### config.mk
export PLATFORM = sky130hd
export DESIGN_NAME = regfile_wr_arbiter
export DESIGN_NICKNAME = d
export VERILOG_FILES = /design/src/rtl/regfile_pkg.sv /design/src/rtl/regfile_wr_arbiter_wordline_decoder.sv /design/src/rtl/regfile_wr_arbiter.sv
export SDC_FILE = /design/constraint.sdc
export NUM_CORES = 1
export LEC_CHECK = 0
export ABC_AREA = 1
export ABC_CLOCK_PERIOD_IN_PS = 3300
export CORE_AREA = 2 2 153 155
export CTS_CLUSTER_SIZE = 10
export DETAILED_ROUTE_END_ITERATION = 16
export DIE_AREA = 0 0 155 157
export SLEW_MARGIN = 30
export SYNTH_ARGS = -nofsm -noshare
export SYNTH_HDL_FRONTEND = slang
export SYNTH_SLANG_ARGS = --single-unit
export TNS_END_PERCENT = 1
### constraint.sdc
create_clock -name clk -period 3.3 [get_ports clk]
set_input_delay 0.33 -clock clk [delete_from_list [all_inputs] [get_ports clk]]
set_output_delay 0.33 -clock clk [all_outputs]
set_load 0.02 [all_outputs]
### src/rtl/regfile_pkg.sv
// Shared parameters, state type and decode helper for the register-file write-port arbiter.
// The 2-to-4 decode stage is the building block of the word-line decoder.
package regfile_pkg;

   localparam int N_REQ    = 4;
   localparam int IDX_W    = 2;
   localparam int ADDR_W   = 5;
   localparam int DATA_W   = 64;
   localparam int NUM_REGS = 32;
   localparam int ZERO_REG = 31;
   localparam int MAX_LOCK = 4;
   localparam int CNT_W    = 3;

   localparam logic [ADDR_W-1:0] ZERO_ADDR = ADDR_W'(ZERO_REG);

   typedef enum logic {
      IDLE   = 1'b0,
      LOCKED = 1'b1
   } arb_state_t;

   function automatic logic [3:0] dec2to4(input logic en, input logic [1:0] sel);
      return en ? (4'b0001 << sel) : 4'b0000;
   endfunction

endpackage

### src/rtl/regfile_wr_arbiter_wordline_decoder.sv
// One-hot word-line decoder with enable, built as a tree: 1 address bit splits into
// two halves, then two levels of enabled 2-to-4 stages fan out to 32 word lines.
module wordline_decoder
   import regfile_pkg::*;
(
   input  logic                en_i,
   input  logic [ADDR_W-1:0]   addr_i,
   output logic [NUM_REGS-1:0] wordline_o
);

   logic [1:0] top_en;
   logic [7:0] mid_en;

   always_comb begin
      top_en     = {en_i & addr_i[4], en_i & ~addr_i[4]};
      mid_en     = '0;
      wordline_o = '0;
      for (int g = 0; g < 2; g++) begin
         mid_en[g*4 +: 4] = dec2to4(top_en[g], addr_i[3:2]);
      end
      for (int g = 0; g < 8; g++) begin
         wordline_o[g*4 +: 4] = dec2to4(mid_en[g], addr_i[1:0]);
      end
   end

endmodule

### src/rtl/regfile_wr_arbiter.sv
// Round-robin arbiter sharing the register-file write port among four requesters,
// with short locked bursts, a downstream stall and a registered one-hot word line.
module regfile_wr_arbiter
   import regfile_pkg::*;
(
   input  logic                      clk,
   input  logic                      reset,
   input  logic [N_REQ-1:0]          req,
   input  logic [N_REQ-1:0]          lock,
   input  logic [N_REQ*ADDR_W-1:0]   req_addr,
   input  logic [N_REQ*DATA_W-1:0]   req_data,
   input  logic                      wr_stall,
   output logic [N_REQ-1:0]          gnt,
   output logic                      wr_en,
   output logic [ADDR_W-1:0]         wr_addr,
   output logic [DATA_W-1:0]         wr_data,
   output logic [NUM_REGS-1:0]       wr_wordline
);

   arb_state_t        state_q;
   logic [IDX_W-1:0]  rr_ptr_q;
   logic [IDX_W-1:0]  owner_q;
   logic [CNT_W-1:0]  lock_cnt_q;
   logic              wr_en_q;
   logic [ADDR_W-1:0] wr_addr_q;
   logic [DATA_W-1:0] wr_data_q;

   logic              owner_hit;
   logic              burst_more;
   logic              win_found;
   logic [IDX_W-1:0]  win_idx;
   logic [IDX_W-1:0]  scan_idx;
   logic              grant_v;
   logic [ADDR_W-1:0] win_addr;
   logic [DATA_W-1:0] win_data;

   // Scan runs from the highest offset down so the lowest offset from rr_ptr wins last.
   always_comb begin
      owner_hit  = (state_q == LOCKED) && req[owner_q];
      burst_more = lock[owner_q] && (lock_cnt_q < CNT_W'(MAX_LOCK - 1));
      win_found  = 1'b0;
      win_idx    = '0;
      scan_idx   = '0;
      if (owner_hit) begin
         win_found = 1'b1;
         win_idx   = owner_q;
      end else begin
         for (int k = N_REQ - 1; k >= 0; k--) begin
            scan_idx = rr_ptr_q + IDX_W'(k);
            if (req[scan_idx]) begin
               win_found = 1'b1;
               win_idx   = scan_idx;
            end
         end
      end
      grant_v  = win_found && !wr_stall && !reset;
      gnt      = '0;
      if (grant_v) begin
         gnt[win_idx] = 1'b1;
      end
      win_addr = req_addr[int'(win_idx)*ADDR_W +: ADDR_W];
      win_data = req_data[int'(win_idx)*DATA_W +: DATA_W];
   end

   // lock_cnt_q counts grants already given to the owner in this burst; the grant
   // being issued now is number lock_cnt_q+1, so the burst ends once that reaches MAX_LOCK.
   always_ff @(posedge clk) begin
      if (reset) begin
         state_q    <= IDLE;
         rr_ptr_q   <= '0;
         owner_q    <= '0;
         lock_cnt_q <= '0;
         wr_en_q    <= 1'b0;
         wr_addr_q  <= '0;
         wr_data_q  <= '0;
      end else begin
         wr_en_q <= 1'b0;
         if (grant_v) begin
            wr_addr_q <= win_addr;
            wr_data_q <= win_data;
            wr_en_q   <= (win_addr != ZERO_ADDR);
            rr_ptr_q  <= win_idx + IDX_W'(1);
            if (owner_hit) begin
               if (burst_more) begin
                  lock_cnt_q <= lock_cnt_q + CNT_W'(1);
               end else begin
                  state_q    <= IDLE;
                  lock_cnt_q <= '0;
               end
            end else if (lock[win_idx]) begin
               state_q    <= LOCKED;
               owner_q    <= win_idx;
               lock_cnt_q <= CNT_W'(1);
            end else begin
               state_q    <= IDLE;
               lock_cnt_q <= '0;
            end
         end else if (!wr_stall && (state_q == LOCKED) && !req[owner_q]) begin
            state_q    <= IDLE;
            lock_cnt_q <= '0;
         end
      end
   end

   assign wr_en   = wr_en_q;
   assign wr_addr = wr_addr_q;
   assign wr_data = wr_data_q;

   wordline_decoder u_wordline_decoder (
      .en_i       (wr_en_q),
      .addr_i     (wr_addr_q),
      .wordline_o (wr_wordline)
   );

endmodule

==> flow_metrics.py <==
metrics = {
    "timing": {
        "worstMarginPinSlew_ns": 0.578,
        "finalSetupViolations": 0,
        "tns_ns": 0,
        "post-route-period-util_pct": 92.4,
        "relSlewSlack_pct": 61.5,
        "hold_viol": 0,
        "fin_crit_ns": 3.05,
        "grt_setup_unrepaired": "no",
        "fmax_mhz": 328,
        "fin_worst_skew_ns": 0.00903,
        "slew_violations": 0,
    },
    "synth": {
        "synth_cells": 886,
        "synth_top_area_share_pct": 29.4,
        "yosys-top-cells-area": "dfxtp_1 29%, nand2_1 12%, nor2_1 11%, o21ai_0 10%, nand3_1 9.0%",
        "synthSimpleGateAreaFrac_pct": 33.7,
        "synth.cell_area_mm2": 0.00531,
        "synth_cell_types": 26,
        "yosysTopAreaCell": "dfxtp_1",
        "synth-xor-area-share_pct": 0.165,
        "ys_async_sr_fraction_pct": 0,
        "syn_area_per_cell_um2": 5.99,
        "yosys_warnings": 0,
        "muxShareOfSynthArea_pct": 0,
        "ys_seq_elements": 78,
        "synth_compound_area_share_pct": 25.1,
        "synth_top_family_by_area": "simple AND/OR/NAND/NOR gates",
        "syn-num-nets": 1178,
        "synth_flop_cell": "dfxtp_1",
        "synth_edf_count": 0,
        "seq_area_frac_synth_pct": 29.4,
        "synth_fa_ha_area_share_pct": 1.18,
    },
    "global_route": {
        "first_global_vias": 6884,
        "track_usage_pct": 19.0,
        "gr-total-overflow": 0,
        "antenna_found_initial": 0,
        "grt_pass1_wl_mm": 36.4,
        "grt_max_degree": 112,
    },
    "power": {
        "p_int_uw": 4080,
        "seq_power_share_pct": 19.2,
        "cellLeakagePower_uw": 0.00398,
        "pwr-share-clk_pct": 14.7,
        "p_sw_share_pct": 48.3,
        "p_comb_share_pct": 66.1,
        "power_density_mw_per_mm2": 809,
        "switching_power_uw": 3820,
        "irDropWorstVdd_uv": 584,
    },
    "routing": {
        "drt_wl_total_mm": 24.6,
        "ant_nets": 0,
        "dr.pass1.iters": 5,
        "vias": 7315,
        "routedWlPerCell_um": 16.1,
        "drt_iter0_drc": 490,
        "drc": 0,
        "viasPerCell": 4.79,
    },
    "critical_path": {
        "r2r_cells": 14,
        "worstPathRequired_ns": 2.97,
        "worstSetupPathType": "in -> out",
        "crit_fanout": 7,
        "critPathLaunchType": "input pin",
        "cp.arrival_ns": 2.72,
        "end_kind": "output port",
    },
    "clock_network": {
        "holdBufCountCts": 0,
        "h-tree-depth": 3,
        "cts.sinks": 78,
        "clkTransAtPathRegs_ns": 0.06,
        "cts_buffers": 9,
        "clock_latency_ns": 0.34,
        "cts_root_buf": "clkbuf_16",
        "clock_path_buffers": 2,
        "cts_tree": "built",
    },
    "floorplan": {
        "die_area_mm2": 0.0243,
        "die_x_um": 155,
        "core-area_mm2": 0.0225,
        "start_util_pct": 23.6,
        "die_y_um": 157,
        "rows": 55,
        "num_io_pins": 393,
    },
    "placed_design": {
        "gp_congestion": 0.877,
        "port-buffer-count": 392,
        "dp_hpwl_mm": 18.6,
    },
    "min_path": {
        "hold_depth": 2,
        "hold_class": "reg -> reg",
    },
    "final_layout": {
        "final_net_count": 1530,
        "area.growth.synth_to_final_pct": 84.0,
        "final_common_cell": "clkdlybuf4s50_1",
        "final_cell_mix": "390 x clkdlybuf4s50_1, 173 x nand2_1, 161 x nor2_1, 108 x o21ai_0, 95 x nand3_1",
        "fin_util_pct": 43.4,
        "drive_gt1_share_pct": 3.62,
        "diodes": 0,
    },
    "run_status": {
        "status": "complete, no violations",
    },
    "run": {
        "maxCapViolCount": 0,
    },
}
area by class of cell:
class                   count  area (um2)
well taps                 285         357
inverters                  49         186
clock inverters             5         106
fillers                  2409       12700
flip-flops and latches     78        1560
repair buffers            411        4110
clock buffers              11         243
multi-input cells         689        3200
cells in the mapped netlist, drive strengths merged, types with 2 or more instances:
cell type / number
dfxtp: 78
clkbuf: 32
nor2: 162
buf: 38
ha: 5
o21ai: 154
nand3: 97
o22ai: 56
a31oi: 8
inv: 49
nand2: 175
a21oi: 26
nor4: 2
layer usage:
layer,GRT usage [%],up-vias,wire (um)
li1,-,3689,-
met1,21.3,3295,9880
met2,35.1,299,12400
met3,4.57,32,1750
met4,6.39,0,521
met5,0,-,0
metrics by stage:
| step | hold slack, ns | std cells | total power (uW) | setup slack [ns] | instance area, um2 |
|---|---|---|---|---|---|
| floorplan | 0.399 | 886 | 4880 | 0.969 | 5310 |
| CTS | 0.471 | 1526 | 7950 | 0.112 | 9730 |
| global route | 0.487 | 1528 | 8560 | 0.0265 | 9770 |
| finish | 0.468 | 1528 | 7900 | 0.252 | 9770 |
| detailed placement | 0.461 | 1510 | 6740 | 0.183 | 9380 |
| global placement | 0.456 | 1510 | 6710 | 0.234 | 9380 |
registers in the layout, indices dropped and copies added (netlist names):
name / flops
wr_addr: 5
owner_q: 2
wr_en: 1
state_q: 1
rr_ptr_q: 2
lock_cnt_q: 3
wr_data: 64
power by group through the flow:
stage | combinational, uW | sequential [uW] | clock, uW
2_1_floorplan | 2980 | 1900 | 0
3_3_place_gp | 5190 | 1510 | 0
3_5_place_dp | 5210 | 1530 | 0
4_1_cts | 5230 | 1510 | 1200
5_1_grt | 5760 | 1560 | 1240
6_report | 5220 | 1520 | 1170
timing repair:
action	in CTS	in global routing
resized for setup	0	5
setup buffers	0	2
endpoints found under the hold margin	0	0
setup endpoints to repair	0	4
critical path: stages:
cell and delay [ns]:
clkdlybuf4s50_1 0.51, inv_1 0.08, o21ai_1 0.21, nand2_1 0.13
o21ai_1 0.19, nor2_1 0.06, nand2_1 0.10, o21ai_4 0.11
inv_2 0.10, ha_1 0.15, inv_1 0.04, nor2_1 0.09
clkdlybuf4s50_1 0.61
kinds of logic after synthesis:
group | count (synthesis)
AOI/OAI and AO/OA | 246
and+or+nand+nor | 437
xor gates and xnor gates | 1
buffers and inverters | 119
DFF | 78
adders and majority gates | 5
path summary, 6_finish.rpt:
kind	endpoint	startpoint	slack, ns
worst min register to register	wr_data[11]	wr_data[11]	0.47
worst min-delay path	wr_data[11]	wr_data[11]	0.47
worst max-delay path	gnt[0]	req[1]	0.25
worst max register to register	wr_data[33]	rr_ptr_q[0]	0.73
(Power assumes the default switching activity.)
